[src/rtl/alu_pipe_pkg.sv]
// Shared constants for alu_pipe: funct3 op encodings and the RV-M FSM state encoding.
package alu_pipe_pkg;

  // Base integer ops
  localparam logic [2:0] FUNCT3_ADD_SUB = 3'b000;
  localparam logic [2:0] FUNCT3_SLL     = 3'b001;
  localparam logic [2:0] FUNCT3_SLT     = 3'b010;
  localparam logic [2:0] FUNCT3_SLTU    = 3'b011;
  localparam logic [2:0] FUNCT3_XOR     = 3'b100;
  localparam logic [2:0] FUNCT3_SRL_SRA = 3'b101;
  localparam logic [2:0] FUNCT3_OR      = 3'b110;
  localparam logic [2:0] FUNCT3_AND     = 3'b111;

  // RV-M ops (funct7[0] set)
  localparam logic [2:0] FUNCT3_MUL     = 3'b000;
  localparam logic [2:0] FUNCT3_MULH    = 3'b001;
  localparam logic [2:0] FUNCT3_MULHSU  = 3'b010;
  localparam logic [2:0] FUNCT3_MULHU   = 3'b011;
  localparam logic [2:0] FUNCT3_DIV     = 3'b100;
  localparam logic [2:0] FUNCT3_DIVU    = 3'b101;
  localparam logic [2:0] FUNCT3_REM     = 3'b110;
  localparam logic [2:0] FUNCT3_REMU    = 3'b111;

  typedef enum logic [1:0] {
    S_IDLE = 2'd0,
    S_MUL  = 2'd1,
    S_DIV  = 2'd2
  } state_e;

endpackage

[src/rtl/alu_muldiv_iter.sv]
// Iterative RV-M unit: 1 bit per cycle shift-add multiply / restoring divide on operand
// magnitudes, sign fix-up applied on the final step. o_done is high in the last iteration
// cycle and o_result is valid in that same cycle.
module alu_muldiv_iter
  import alu_pipe_pkg::*;
#(
  parameter int XLEN = 32
) (
  input  logic            i_clk,
  input  logic            i_rst,
  input  logic            i_start,
  input  logic [2:0]      i_funct3,
  input  logic [XLEN-1:0] i_dataa,
  input  logic [XLEN-1:0] i_datab,
  output logic            o_done,
  output logic [XLEN-1:0] o_result
);

  localparam int CNT_W = $clog2(XLEN);

  // acc holds {high, low}: product accumulator / multiplier for MUL, {remainder, quotient} for DIV
  logic                run_q, run_d;
  logic [CNT_W-1:0]    cnt_q, cnt_d;
  logic [2:0]          f3_q, f3_d;
  logic                neg_q, neg_d;
  logic                negr_q, negr_d;
  logic [2*XLEN-1:0]   acc_q, acc_d;
  logic [XLEN-1:0]     opnd_q, opnd_d;

  logic                sa, sb, a_neg, b_neg;
  logic [XLEN-1:0]     mag_a, mag_b;
  logic [XLEN:0]       mul_sum, div_shift;
  logic                div_ge;
  logic [XLEN-1:0]     div_rem;
  logic [2*XLEN-1:0]   acc_n, prod_fix;
  logic [XLEN-1:0]     quo, rem;

  // Operand signedness and magnitudes at start
  always_comb begin
    if (i_funct3[2]) begin
      sa = !i_funct3[0];
      sb = !i_funct3[0];
    end else begin
      sa = (i_funct3 == FUNCT3_MULH) || (i_funct3 == FUNCT3_MULHSU);
      sb = (i_funct3 == FUNCT3_MULH);
    end
    a_neg = sa & i_dataa[XLEN-1];
    b_neg = sb & i_datab[XLEN-1];
    mag_a = a_neg ? -i_dataa : i_dataa;
    mag_b = b_neg ? -i_datab : i_datab;
  end

  // One iteration step of either algorithm, plus the signed final result
  always_comb begin
    mul_sum   = {1'b0, acc_q[2*XLEN-1:XLEN]} + (acc_q[0] ? {1'b0, opnd_q} : '0);
    div_shift = {acc_q[2*XLEN-1:XLEN], acc_q[XLEN-1]};
    div_ge    = div_shift >= {1'b0, opnd_q};
    div_rem   = div_ge ? XLEN'(div_shift - {1'b0, opnd_q}) : div_shift[XLEN-1:0];
    if (f3_q[2]) acc_n = {div_rem, acc_q[XLEN-2:0], div_ge};
    else         acc_n = {mul_sum, acc_q[XLEN-1:1]};
    prod_fix = neg_q ? -acc_n : acc_n;
    quo      = neg_q ? -acc_n[XLEN-1:0] : acc_n[XLEN-1:0];
    rem      = negr_q ? -acc_n[2*XLEN-1:XLEN] : acc_n[2*XLEN-1:XLEN];
    o_done   = run_q && (cnt_q == CNT_W'(XLEN-1));
    if (f3_q[2])                  o_result = f3_q[1] ? rem : quo;
    else if (f3_q == FUNCT3_MUL)  o_result = prod_fix[XLEN-1:0];
    else                          o_result = prod_fix[2*XLEN-1:XLEN];
  end

  // Load on start, step while running, stop after the last iteration
  always_comb begin
    run_d  = run_q;
    cnt_d  = cnt_q;
    f3_d   = f3_q;
    neg_d  = neg_q;
    negr_d = negr_q;
    acc_d  = acc_q;
    opnd_d = opnd_q;
    if (i_start) begin
      run_d  = 1'b1;
      cnt_d  = '0;
      f3_d   = i_funct3;
      neg_d  = a_neg ^ b_neg;
      negr_d = a_neg;
      acc_d  = {{XLEN{1'b0}}, mag_a};
      opnd_d = mag_b;
    end else if (run_q) begin
      acc_d = acc_n;
      cnt_d = cnt_q + 1'b1;
      if (o_done) begin
        run_d = 1'b0;
        cnt_d = '0;
      end
    end
  end

  // Iteration state registers
  always_ff @(posedge i_clk or posedge i_rst) begin
    if (i_rst) begin
      run_q  <= 1'b0;
      cnt_q  <= '0;
      f3_q   <= '0;
      neg_q  <= 1'b0;
      negr_q <= 1'b0;
      acc_q  <= '0;
      opnd_q <= '0;
    end else begin
      run_q  <= run_d;
      cnt_q  <= cnt_d;
      f3_q   <= f3_d;
      neg_q  <= neg_d;
      negr_q <= negr_d;
      acc_q  <= acc_d;
      opnd_q <= opnd_d;
    end
  end

endmodule

[src/rtl/alu_pipe.sv]
// alu_pipe: registered RV integer ALU with valid/ready on both sides and a 1-entry output register.
// Optional RV-M support is enabled by defining ALU_MULDIV_EN.
//
//  state  | meaning
//  S_IDLE | accepting requests; base ops complete here
//  S_MUL  | iterative multiply in progress, upstream stalled
//  S_DIV  | iterative divide in progress, upstream stalled
module alu_pipe
  import alu_pipe_pkg::*;
#(
  parameter int XLEN = 32
) (
  input  logic            i_clk,
  input  logic            i_rst,
  input  logic            i_valid,
  output logic            o_ready,
  input  logic [XLEN-1:0] i_dataa,
  input  logic [XLEN-1:0] i_datab,
  input  logic [2:0]      i_funct3,
  input  logic            i_sub_sra,
  input  logic            i_muldiv,
  output logic            o_valid,
  input  logic            i_ready,
  output logic [XLEN-1:0] o_datac,
  output logic            o_busy
);

  localparam int SHAMT_W = $clog2(XLEN);

  logic                valid_q, valid_d;
  logic [XLEN-1:0]     datac_q, datac_d;
  logic                accept, rel;
  logic [SHAMT_W-1:0]  shamt;
  logic [XLEN-1:0]     base_res, acc_res, done_res;
  logic                start_w, done_w;

  assign accept = i_valid && o_ready;
  assign rel    = valid_q && i_ready;
  assign shamt  = i_datab[SHAMT_W-1:0];

  // Single-cycle base op result
  always_comb begin
    base_res = '0;
    case (i_funct3)
      FUNCT3_ADD_SUB: base_res = i_sub_sra ? i_dataa - i_datab : i_dataa + i_datab;
      FUNCT3_SLL:     base_res = i_dataa << shamt;
      FUNCT3_SLT:     base_res = {{(XLEN-1){1'b0}}, ($signed(i_dataa) < $signed(i_datab))};
      FUNCT3_SLTU:    base_res = {{(XLEN-1){1'b0}}, (i_dataa < i_datab)};
      FUNCT3_XOR:     base_res = i_dataa ^ i_datab;
      FUNCT3_SRL_SRA: base_res = i_sub_sra ? $unsigned($signed(i_dataa) >>> shamt)
                                           : i_dataa >> shamt;
      FUNCT3_OR:      base_res = i_dataa | i_datab;
      FUNCT3_AND:     base_res = i_dataa & i_datab;
      default:        base_res = '0;
    endcase
  end

`ifdef ALU_MULDIV_EN
  localparam logic [XLEN-1:0] MIN_INT = {1'b1, {(XLEN-1){1'b0}}};

  state_e          state_q, state_d;
  logic            div_zero, div_ovf, special;
  logic [XLEN-1:0] spec_res;

  // Divide by zero and signed overflow finish in one cycle without entering S_DIV
  always_comb begin
    div_zero = (i_datab == '0);
    div_ovf  = !i_funct3[0] && (i_dataa == MIN_INT) && (i_datab == '1);
    special  = i_muldiv && i_funct3[2] && (div_zero || div_ovf);
    if (div_zero) spec_res = i_funct3[1] ? i_dataa : '1;
    else          spec_res = i_funct3[1] ? '0 : MIN_INT;
    acc_res = special ? spec_res : base_res;
    start_w = accept && i_muldiv && !special;
  end

  alu_muldiv_iter #(.XLEN(XLEN)) u_iter (
    .i_clk    (i_clk),
    .i_rst    (i_rst),
    .i_start  (start_w),
    .i_funct3 (i_funct3),
    .i_dataa  (i_dataa),
    .i_datab  (i_datab),
    .o_done   (done_w),
    .o_result (done_res)
  );

  // FSM state register
  always_ff @(posedge i_clk or posedge i_rst) begin
    if (i_rst) state_q <= S_IDLE;
    else       state_q <= state_d;
  end

  // FSM next state
  always_comb begin
    state_d = state_q;
    case (state_q)
      S_IDLE:       if (start_w) state_d = i_funct3[2] ? S_DIV : S_MUL;
      S_MUL, S_DIV: if (done_w) state_d = S_IDLE;
      default:      state_d = S_IDLE;
    endcase
  end

  // FSM outputs
  always_comb begin
    o_busy  = (state_q != S_IDLE);
    o_ready = (state_q == S_IDLE) && (!valid_q || i_ready);
  end
`else
  logic unused_muldiv;

  assign unused_muldiv = i_muldiv;
  assign acc_res       = base_res;
  assign start_w       = 1'b0;
  assign done_w        = 1'b0;
  assign done_res      = '0;
  assign o_busy        = 1'b0;
  assign o_ready       = !valid_q || i_ready;
`endif

  // Output register: load on accept or iterative completion, clear on release
  always_comb begin
    valid_d = valid_q;
    datac_d = datac_q;
    if (rel) valid_d = 1'b0;
    if (accept && !start_w) begin
      valid_d = 1'b1;
      datac_d = acc_res;
    end
    if (done_w) begin
      valid_d = 1'b1;
      datac_d = done_res;
    end
  end

  // Output register flops
  always_ff @(posedge i_clk or posedge i_rst) begin
    if (i_rst) begin
      valid_q <= 1'b0;
      datac_q <= '0;
    end else begin
      valid_q <= valid_d;
      datac_q <= datac_d;
    end
  end

  assign o_valid = valid_q;
  assign o_datac = datac_q;

endmodule

[config.mk]
export PLATFORM = sky130hd
export DESIGN_NAME = alu_pipe
export DESIGN_NICKNAME = d
export VERILOG_FILES = /design/src/rtl/alu_pipe_pkg.sv /design/src/rtl/alu_muldiv_iter.sv /design/src/rtl/alu_pipe.sv
export SDC_FILE = /design/constraint.sdc
export NUM_CORES = 1
export LEC_CHECK = 0
export ABC_AREA = 0
export BUFFER_PORTS_ARGS = -buffer_cell sky130_fd_sc_hd__buf_2
export CAP_MARGIN = 0
export CORE_ASPECT_RATIO = 0.75
export CORE_MARGIN = 1
export CORE_UTILIZATION = 35
export CTS_BUF_LIST = sky130_fd_sc_hd__clkbuf_16
export CTS_CLUSTER_SIZE = 12
export DETAILED_ROUTE_END_ITERATION = 7
export PLACE_DENSITY = 0.62
export REMOVE_ABC_BUFFERS = 1
export SETUP_SLACK_MARGIN = 0.15
export SLEW_MARGIN = 40
export SYNTH_ARGS = -nofsm -noshare
export SYNTH_HDL_FRONTEND = slang
export SYNTH_HIERARCHICAL = 1
export SYNTH_SLANG_ARGS = --single-unit
[constraint.sdc]
create_clock -name i_clk -period 3.11 [get_ports i_clk]
set_clock_uncertainty 0.15 [all_clocks]
set_input_delay 0.4665 -clock i_clk [delete_from_list [all_inputs] [get_ports i_clk]]
set_output_delay 0.4665 -clock i_clk [all_outputs]
set_load 0.005 [all_outputs]
* Word-level counts from Yosys, hierarchy flattened
Index checks and enable logic that the tools add are counted.
Widths: inputs -> output; s select.
** Operators by class
- Add/sub/neg operators :: 2
- Multipliers :: 0
- Divide/modulo/power cells :: 0
- $lt $le $gt $ge :: 2
- Equal/unequal tests :: 7
- Shift-type cells :: 3
- Mux-type cells :: 5
- Bitwise operators :: 3
- Reduce and logical (&&, ||, !) cells :: 6
** Operators with widths (count)
- $pmux 32 s8 :: 1
- $lt 32x32->1 :: 2
- $mux 32 :: 2
- $add 32x32->32 :: 1
- $and 32x32->32 :: 1
- $or 32x32->32 :: 1
- $shl 32x5->32 :: 1
- $shr 32x5->32 :: 1
- $sshr 32x5->32 :: 1
- $sub 32x32->32 :: 1
- $xor 32x32->32 :: 1
- $eq 3x3->1 const B :: 4
- $eq 3x2->1 const B :: 2
- $eq 3x1->1 const B :: 1
- $logic_not 3->1 :: 1
- $logic_and 1x1->1 :: 2
- $mux 1 :: 2
- $reduce_bool 2->1 :: 1
- $logic_not 1->1 :: 1
- $logic_or 1x1->1 :: 1
** Storage, ports and cells
- Register bits after elaboration :: 33
- Latch bits :: 0
- RAM bits :: 0
- Memory bits (read-only) :: 0
- Input bits :: 73
- Output and inout bits :: 35
- Logic and storage cells :: 30
- Memories kept :: 0

* Longest topological paths before layout
Gate-level depths: netlist of run 1.
- Depth in word-level cells :: 4
- Mapped depth :: 14
- Depth with buffers taken out :: 12

* Worst setup path before layout of run 1
No wires, ideal clock.
- Kind :: input -> register
- Start point :: in i_datab[2]
- End point :: reg datac_q[20], in the netlist o_datac[20]
- Library setup time :: 0.072 ns
- Arrival time :: 3.432 ns
- Data required time :: 2.888 ns
- Slack :: -0.544 ns
- Cell stages on the path :: 14
- Path buffers :: 4
- Cell sequence :: clkbuf_1 -> inv_1 -> buf_2 -> buf_2 -> buf_1 -> ha_1 -> nor2b_1 -> o2111ai_1 -> a21o_1 -> a211oi_1 -> o21bai_1 -> a31oi_1 -> mux2_2 -> nor2_1
** On the way
- Longest elaborated chain between the ends :: 3
- Elaborated cells between the ends (all ways) :: 8
- Those cells by class :: 2 x add/sub; 3 x shift; 3 x mux
** RTL lines
- from (decl) :: line alu_pipe.sv:18 : input logic [XLEN-1:0] i_datab,
- $add 32x32->32 (tied with other cells) :: line alu_pipe.sv:45 : FUNCT3_ADD_SUB: base_res = i_sub_sra ? i_dataa - i_datab : i_dataa + i_datab;
- $mux 32, on equally long branches :: line alu_pipe.sv:45, alu_pipe.sv:50
- $pmux 32 s8 * :: line alu_pipe.sv:44 : case (i_funct3)
- to (signal assigned) :: line alu_pipe.sv:142 : datac_q <= datac_d;
- to (decl) :: line alu_pipe.sv:31 : logic [XLEN-1:0] datac_q, datac_d;
Every way passes the cells marked *; elsewhere a longest branch is shown, timed or not.
A chain may end at the register's enable or synchronous reset.

* Worst setup path after layout of run 1
- Start point :: in i_datab[1]
- End point :: reg datac_q[31], in the netlist o_datac[31]
Same word-level chain as after synthesis.

==> results.md, run 1 <==
- Status: finished, final reports clean
- DR WL/cell: between 20 and 25 um
- CP endpoint: o_datac[31]$_DFFE_PP0P_
- Die width: about 200 um
- Die height: about 150 um
- DIE AREA: 29600 um2
- Total wire length: ~53000 um
- Top_reg_cell synth: dfrtp_1
- DRT Pass-1 Iters: 6
- Antenna diodes: 0
- Max Fclk: 338 MHz
- Arr. time, crit path: roughly 3100 ps
- Reg2Reg Setup Slack: about 670 ps
- Detail Placement HPWL: 41500 um
- Area Overhead vs Synth: 38.2%
- Final Hold Vio Count: 0
- YS warnings: 6
- Max rail drop VDD: 0.198 mV
- Synthesized flop and latch total: 33
- Largest net degree at the start of global routing: 55
- Core Footprint: ~28000 um2
- Remaining Overflow, GRT: 0
- Vias/cell: a little over 6
- FF/Latch Area: roughly 830 um2
- RSZ-0062 raised after global routing: yes
- Slew @ Worst Pin: approximately 830 ps
- CP Launch Point: i_datab[1]
- Multi-input gate area: between 8000 and 9000 um2
- CP required: approximately 3200 ps
- Register area share after synthesis: 8.16%
- Clk_lat worst skew: 320 ps
- Num rows: between 50 and 60
- PnR worst setup slack: around 160 ps
- CP Launch Type: input port
- Lkg Pwr: 6.37 nW
- First-pass GRT wire length: between 70000 and 80000 um
- Crit Reg-Reg Startpoint: o_valid$_DFFE_PP0P_
- Vias in the first global route: 12000
- Clk sinks: 33
- HP Class: in2async
- Most common cell after layout, fill and taps aside: buf_4
- # setup viols final: 0
- Drt first-iter violations: ~1900
- Number of distinct library cells after synthesis: 83
- Max-Cap Viols: 0
- Synth Cell Area: 10100 um2
- FF-to-FF End: o_datac[21]$_DFFE_PP0P_
- Finished Cell Area: 14000 um2
- H-tree levels: 2
- GP Congestion: around 1.0
- Final Critical Period: approximately 3000 ps
- TritonCTS clock tree: done
- Pwr Total: ~3.8 mW
- Share of layout cells above drive strength 1: between 30% and 40%
- Initial antenna violation count: 0
- Nets@finish: between 1500 and 2000
- Final Max Tran Viols: 0
- Worst Reg-to-Reg Cells: 8
- I/O pins: roughly 110
- Post-synth EDFFs: 0
- Synthesized instance count: approximately 1400
- Antenna Nets Post-Route: 0
- Top cell type by total area after synthesis: ha_1
- Gr usage total: 34.9%
- Pre-CTS setup slack: -479 ps
- Max FO, Critical Path: 5
- Clock Pin Slew Worst Setup and Hold Paths: around 70 ps
- Final period util: a little over nine tenths
- Port Buffers: 105
- Max_slew headroom: between 40% and 50%
- CP Class: in2reg
- FFs w/ async S/R, synth: 100%
- Remaining DRCs: 0
- Placed inst area: about 13000 um2
- Synth top area cells: ha_1 (12%), dfrtp_1 (8.2%), mux4_2 (7.8%), a21oi_1 (6.1%), nor2_1 (6.0%)
- Critical Path End Type: register
- Avg Inst Size Synth: 7.39 um2
- Initial Util: a little over a third
- Clock Tree Buf Depth: 2
- Clock Root Buffer: clkbuf_16
- Fill cell count: about 2800
- Most frequent cells in the layout: buf_4 (336), nor2_1 (159), a21oi_1 (118)
- Routed vias: 13100
- Total CTS buffers: 5
- Synth top area share: about an eighth
- Power per cell area: 273 nW/um2
Yosys cell counts, types with 12 or more instances:
master and count:
mux4_1 21, mux4_2 35, nor2b_1 13, a21o_1 18, o21bai_1 18, a211oi_1 41
xnor2_1 14, clkbuf_1 70, nand3_1 29, nor3_1 40, o21ai_0 104, mux2i_1 44
or3_1 13, ha_1 97, a21oi_1 123, buf_2 18, nor2_1 162, and3_1 12
nand2_1 91, mux2_2 12, o211ai_1 27, dfrtp_1 33, a31oi_1 22, inv_1 104
o22ai_1 15
kinds of logic (layout without fill, tap and decap cells):
logic type / count (synthesis) / after routing / synth area share, %
buffers and inverters: 213 / 570 / 9.05
DFF: 33 / 33 / 8.16
muxes: 112 / 112 / 18.9
other: 1 / 1 / 0.0371
AOI/OAI and AO/OA: 483 / 483 / 31.3
adders and majority gates: 99 / 99 / 12.4
and+or+nand+nor: 411 / 411 / 18.8
xor gates and xnor gates: 16 / 16 / 1.39
state kept, by name, summed over array words and instances, names as in the netlist:
signal / cells
o_datac: 32
o_valid: 1
per-layer routing:
| layer | wire length [um] | GRT usage [%] |
|---|---|---|
| met4 | 1440 | 8.57 |
| met2 | 20800 | 48.4 |
| met1 | 24000 | 52.4 |
| met3 | 6550 | 9.36 |
| met5 | 0 | 0 |
cell type report:
class	count	area share, %
multi-input cells	1122	62.7
inverters	107	2.91
well taps	385	3.45
repair buffers	455	23.8
clock buffers	5	0.895
flip-flops and latches	33	5.91
clock inverters	3	0.268
report_power, final:
group	switching, mW	internal (mW)
Clock	0.284	0.376
Combinational	1.45	1.15
Sequential	0.0567	0.509
worst max-delay path, stage by stage:
cell	delay, ps
clkbuf_4	150
inv_2	120
ha_1	260
buf_4	150
o21bai_4	160
o211ai_1	190
a211oi_2	270
buf_4	200
o211ai_4	100
a21oi_1	170
buf_4	180
o2111ai_2	200
and4b_1	270
nor3_1	160
worst min path at each step:
| stage | startpoint | endpoint | slack, ps | depth (start not counted) |
|---|---|---|---|---|
| 2_1_floorplan | o_datac[1]$_DFFE_PP0P_ | o_datac[1]$_DFFE_PP0P_ | 320 | 2 |
| 3_3_place_gp | o_datac[8]$_DFFE_PP0P_ | o_datac[8]$_DFFE_PP0P_ | 320 | 1 |
| 3_5_place_dp | o_datac[6]$_DFFE_PP0P_ | o_datac[6]$_DFFE_PP0P_ | 320 | 2 |
| 4_1_cts | i_rst | o_datac[30]$_DFFE_PP0P_ | 180 | 3 |
| 5_1_grt | i_rst | o_datac[30]$_DFFE_PP0P_ | 210 | 3 |
| 6_report | i_rst | o_datac[30]$_DFFE_PP0P_ | 140 | 3 |
per-stage QoR:
stage	util [%]	hold slack, ps	setup TNS, ps	std cells
5_1_grt	49.6	206	0	2110
6_report	49.6	145	0	2110
2_1_floorplan	-	323	-10770	1262
3_5_place_dp	47.0	322	-7390	2090
4_1_cts	47.9	178	0	2100
3_3_place_gp	47.0	321	-6810	2090
timing repair:
| action | 4_1_cts | 5_1_grt |
|---|---|---|
| hold buffers | 0 | 0 |
| setup endpoints to repair | 24 | 25 |
| resized for setup | 28 | 98 |
| setup buffers | 2 | 10 |
| pin swaps | 9 | 31 |
No activity file was read; power rests on OpenSTA's default activity.
==> run 2: changes to the inputs <==
BUFFER_PORTS_ARGS = -buffer_cell sky130_fd_sc_hd__buf_4   (was -buffer_cell sky130_fd_sc_hd__buf_2)
==> run 2 against run 1 <==
Against the previous run: combinational power grew 7%; sequential cell count is the same; worst hold slack gained 8.2 ps; die area is the same; sequential power is essentially flat; critical path type unchanged; largest cell class unchanged.
==> results.md, run 2 (synthesis gave the netlist of run 1 again) <==
- Max_slew headroom: 36.9%
- CP required: 3210 ps
- Most frequent cells in the layout: buf_4 (446), nor2_1 (160), a21oi_1 (112)
- GP Congestion: around 1.0
- CP Class: in2reg
- Drt first-iter violations: around 2000
- Routed vias: roughly 13000
- Power per cell area: 266 nW/um2
- DIE AREA: 29600 um2
- Area Overhead vs Synth: 44.2%
- Clock Tree Buf Depth: 2
- Gr usage total: 35.0%
- Remaining Overflow, GRT: 0
- Multi-input gate area: a little under 9000 um2
- Initial Util: 35.9%
- Final Critical Period: just under 3000 ps
- HP Class: in2async
- Lkg Pwr: roughly 6.6 nW
- Vias/cell: around 6.2
- Final period util: ~95%
- Clock Pin Slew Worst Setup and Hold Paths: approximately 70 ps
- Max-Cap Viols: 0
- H-tree levels: 2
- Nets@finish: 1912
- Num rows: 53
- Fill cell count: roughly 2800
- Core Footprint: between 20000 and 30000 um2
- Final Max Tran Viols: 0
- RSZ-0062 raised after global routing: yes
- Final Hold Vio Count: 0
- Clock Root Buffer: clkbuf_16
- DRT Pass-1 Iters: 6
- Clk_lat worst skew: about 320 ps
- Most common cell after layout, fill and taps aside: buf_4
- Most frequent cell on the critical path: buf_4
- # setup viols final: 0
- Critical path's largest stage delay: ~410 ps
- Max Fclk: ~340 MHz
- Detail Placement HPWL: 41200 um
- Slowest-stage cell, CP: o211ai_1
- Largest net degree at the start of global routing: 61
- Crit path cell chain: buf_4, buf_4, ha_4, a211oi_4, o21bai_2, a21o_1, or3b_4, buf_6, o211ai_1, nand3b_1, and3_4, nor3_2
- Placed insts: around 2100
- Placed inst area: 13600 um2
- Share of layout cells above drive strength 1: between 30% and 40%
- Final Non-Filler Cells: about 2100
- Finished Cell Area: about 15000 um2
- Arr. time, crit path: 3060 ps
- Largest register FFs: 32
- Die width: 198 um
- Critical Path End Type: register
- I/O pins: between 100 and 150
- Status: finished, final reports clean
- Vias in the first global route: 11900
- Hold_buf cts: 0
- FF/Latch Area: approximately 830 um2
- Port Buffers: between 100 and 150
- Post-layout util: 51.8%
- Remaining DRCs: 0
- Max rail drop VDD: around 0.20 mV
- DR WL/cell: 24.9 um
- CP Launch Type: input port
- Total CTS buffers: 5
- Reg2Reg Setup Slack: between 800 and 900 ps
- Antenna Nets Post-Route: 0
- First-pass GRT wire length: between 70000 and 80000 um
- Total wire length: between 50000 and 60000 um
- Antenna diodes: 0
- WHS: 153 ps
- CP Launch Point: i_dataa[10]
- Clk sinks: 33
- TritonCTS clock tree: done
- Setup TNS: 0 ps
- Initial antenna violation count: 0
- Die height: roughly 150 um
- Slew @ Worst Pin: between 900 and 1000 ps
- Crit Reg-Reg Startpoint: o_valid$_DFFE_PP0P_
- Max FO, Critical Path: 10
## run 2: area by class of cell
type | instances | share of cell area (%)
tap | 385 | 3.30
sequential | 33 | 5.66
multi-input combinational | 1122 | 61.3
timing repair buffer | 471 | 25.9
clock inverter | 3 | 0.0858
inverter | 107 | 2.85
clock buffer | 5 | 0.858
## run 2: stage by stage
step / power, mW / worst slack (ps)
after floorplan: 1.68 / -573
after global placement: 3.05 / -509
after detailed placement: 3.06 / -385
after CTS: 3.67 / 76.3
after global routing: 4.07 / 50.6
final: 3.89 / 143
## run 2: routing by layer
layer	GRT usage, %	up-vias	share of wire, %
li1	-	5872	-
met1	55.6	6314	46
met2	48.3	866	39
met3	5.97	62	12
met4	6.55	0	1.8
met5	0	-	0
## run 2: where the power goes
group          total, mW  switching (mW)  internal (mW)
clock              0.555           0.263          0.292
combinational       2.77            1.49           1.28
sequential         0.565          0.0551          0.510
## run 2: path summary, 6_finish.rpt
path / endpoint / depth (start not counted)
max: o_datac[30]$_DFFE_PP0P_ / 12
min: o_datac[30]$_DFFE_PP0P_ / 3
max reg2reg: o_datac[22]$_DFFE_PP0P_ / 10
min reg2reg: o_datac[1]$_DFFE_PP0P_ / 2
max in group asynchronous: o_datac[16]$_DFFE_PP0P_ / 3
min in group i_clk: o_valid$_DFFE_PP0P_ / 2
## run 2: worst max-delay path, delay by kind of cell
family	cells	cell delay, ps
AND/OR/NAND/NOR	4	990
AO/OA/AOI/OAI	4	1010
buffers and inverters	3	400
adder cells (fa/ha/maj)	1	180
## run 2: timing repair
item / CTS / global route
setup endpoints to repair: 13 / 24
cloned: 0 / 3
gates resized for setup: 30 / 116
endpoints found under the hold margin: 0 / 0
setup buffers: 4 / 14
pin swaps: 9 / 44
==> run 3: changes to the inputs <==
SETUP_SLACK_MARGIN = 0.1   (was 0.15)
==> run 3 against run 2 <==
Against the previous run: via count fell by 0.98%; sequential share of layout area is 0.16 points higher; non-clock buffer count shrank 12; highest routed layer unchanged.
==> results.md, run 3 (synthesis gave the netlist of run 1 again) <==
- Status: finished, final reports clean
- Max_slew headroom: 40.9%
- Total CTS buffers: 5
- Initial antenna violation count: 0
- Core Footprint: approximately 28000 um2
- Most frequent cells in the layout: buf_4 (443), nor2_1 (161), a21oi_1 (116)
- Max FO, Critical Path: 3
- Lkg Pwr: 6.47 nW
- Die width: slightly below 200 um
- Vias/cell: 6.14
- WHS: around 160 ps
- Share of layout cells above drive strength 1: a little over a third
- DR WL/cell: 24.5 um
- Clock Tree Buf Depth: 2
- DRT Pass-1 Iters: 5
- Clock Pin Slew Worst Setup and Hold Paths: roughly 70 ps
- I/O pins: between 100 and 150
- Port Buffers: about 110
- DIE AREA: around 30000 um2
- GP Congestion: between 1 and 1.5
- # setup viols final: 0
- HP Class: in2async
- TritonCTS clock tree: done
- Pre-CTS setup slack: -385 ps
- Num rows: between 50 and 60
- Switching portion of total power: approximately 46%
- Remaining Overflow, GRT: 0
- Power per cell area: roughly 270 nW/um2
- Final Critical Period: around 3000 ps
- Max Fclk: ~330 MHz
- Arr. time, crit path: ~3000 ps
- Reg2Reg Setup Slack: 870 ps
- DR WL met3: 6120 um
- Clock power frac: approximately 15%
- Largest register FFs: 32
- Antenna Nets Post-Route: 0
- Max Used Layer: met4
- Nets@finish: 1900
- PnR worst setup slack: around 110 ps
- Combinational share of power: between 70% and 80%
- Clock Root Buffer: clkbuf_16
- RSZ-0062 raised after global routing: yes
- Most common cell after layout, fill and taps aside: buf_4
- Routed met2 length: around 20000 um
- Detail Placement HPWL: ~41000 um
- Final Hold Vio Count: 0
- Slew @ Worst Pin: a little under 900 ps
- Largest net degree at the start of global routing: just over 60
- CP required: 3170 ps
- Max rail drop VDD: 0.221 mV
- Routed vias: roughly 13000
- H-tree levels: 2
- Remaining DRCs: 0
- Total wire length: between 50000 and 60000 um
- Final Max Tran Viols: 0
- Antenna diodes: 0
- Drt first-iter violations: about 1800
- Clk_lat worst skew: about 320 ps
- Max-Cap Viols: 0
- Sw power: approximately 1.8 mW
- Clk sinks: 33
- Critical Path End Type: register
- Setup TNS: 0 ps
- First-pass GRT wire length: 76300 um
- Die height: 149 um
- Gr usage total: a little over a third
- Initial Util: between 30% and 40%
- Internal: slightly above 2 mW
- CP Launch Type: input port
- Seq pwr share: 14.9%
- Final period util: between 90% and 100%
- Area Overhead vs Synth: 40.4%
- Vias in the first global route: 11900
- Post-Route M1 WL: between 20000 and 25000 um
- CP Class: in2reg
==> run 3: cell count changes in the layout (fill, tap and decap cells not counted), moves of 3 or more <==
cell / change
a21oi_1: +4
clkbuf_16: -3
buf_6: -6
buf_4: -3
inv_1: +4
ha_1: +5
ha_4: -5
==> run 3: per-layer routing <==
metal / GRT usage (%) / vias to the layer above
met3: 5.79 / 73
met2: 48.1 / 835
li1: - / 5841
met4: 6.98 / 0
met5: 0 / -
met1: 55.4 / 6237
==> run 3: timing repair <==
item,4_1_cts,5_1_grt
resized for setup,19,76
setup buffers,2,7
setup endpoints to repair,12,23
pin swaps,4,27
hold buffers,0,0
endpoints found under the hold margin,0,0
==> run 3: power groups by stage <==
stage / sequential [mW] / clock [mW] / combinational (mW)
floorplan: 0.565 / 0 / 1.12
global placement: 0.571 / 0 / 2.48
detailed placement: 0.571 / 0 / 2.49
CTS: 0.564 / 0.564 / 2.53
global route: 0.574 / 0.572 / 2.84
finish: 0.565 / 0.555 / 2.68
==> run 3: metrics by stage <==
step           std cells  power (mW)  util [%]  area [um2]
3_5_place_dp        2097        3.06      48.3       13600
5_1_grt             2114        3.99      50.4       14200
4_1_cts             2107        3.65      49.1       13800
2_1_floorplan       1262        1.68         -        9600
6_report            2114        3.80      50.4       14200
3_3_place_gp        2097        3.05      48.2       13600
==> run 3: worst paths after layout <==
| kind | from | endpoint | cells past startpoint |
|---|---|---|---|
| min reg2reg | o_datac[1]$_DFFE_PP0P_ | o_datac[1]$_DFFE_PP0P_ | 2 |
| min in group i_clk | i_valid | o_valid$_DFFE_PP0P_ | 2 |
| max | i_datab[11] | o_datac[30]$_DFFE_PP0P_ | 13 |
| max reg2reg | o_valid$_DFFE_PP0P_ | o_datac[22]$_DFFE_PP0P_ | 10 |
| max in group asynchronous | i_rst | o_datac[16]$_DFFE_PP0P_ | 3 |
| min | i_rst | o_datac[30]$_DFFE_PP0P_ | 3 |
==> run 3: final cells by class <==
class	count	area [um2]
clock buffers	5	125
fillers	2795	14000
multi-input cells	1122	8740
clock inverters	3	12.5
well taps	385	482
inverters	107	410
repair buffers	459	3600
flip-flops and latches	33	826
==> run 3: critical path, stage by stage <==
cell and delay [ps]:
buf_8 100, inv_4 50, ha_4 210, buf_6 120
a211oi_4 260, o21bai_2 120, a21o_1 200, or3b_4 410
buf_6 120, o211ai_1 420, nand3b_1 230, a211oi_2 280
nor3_2 60
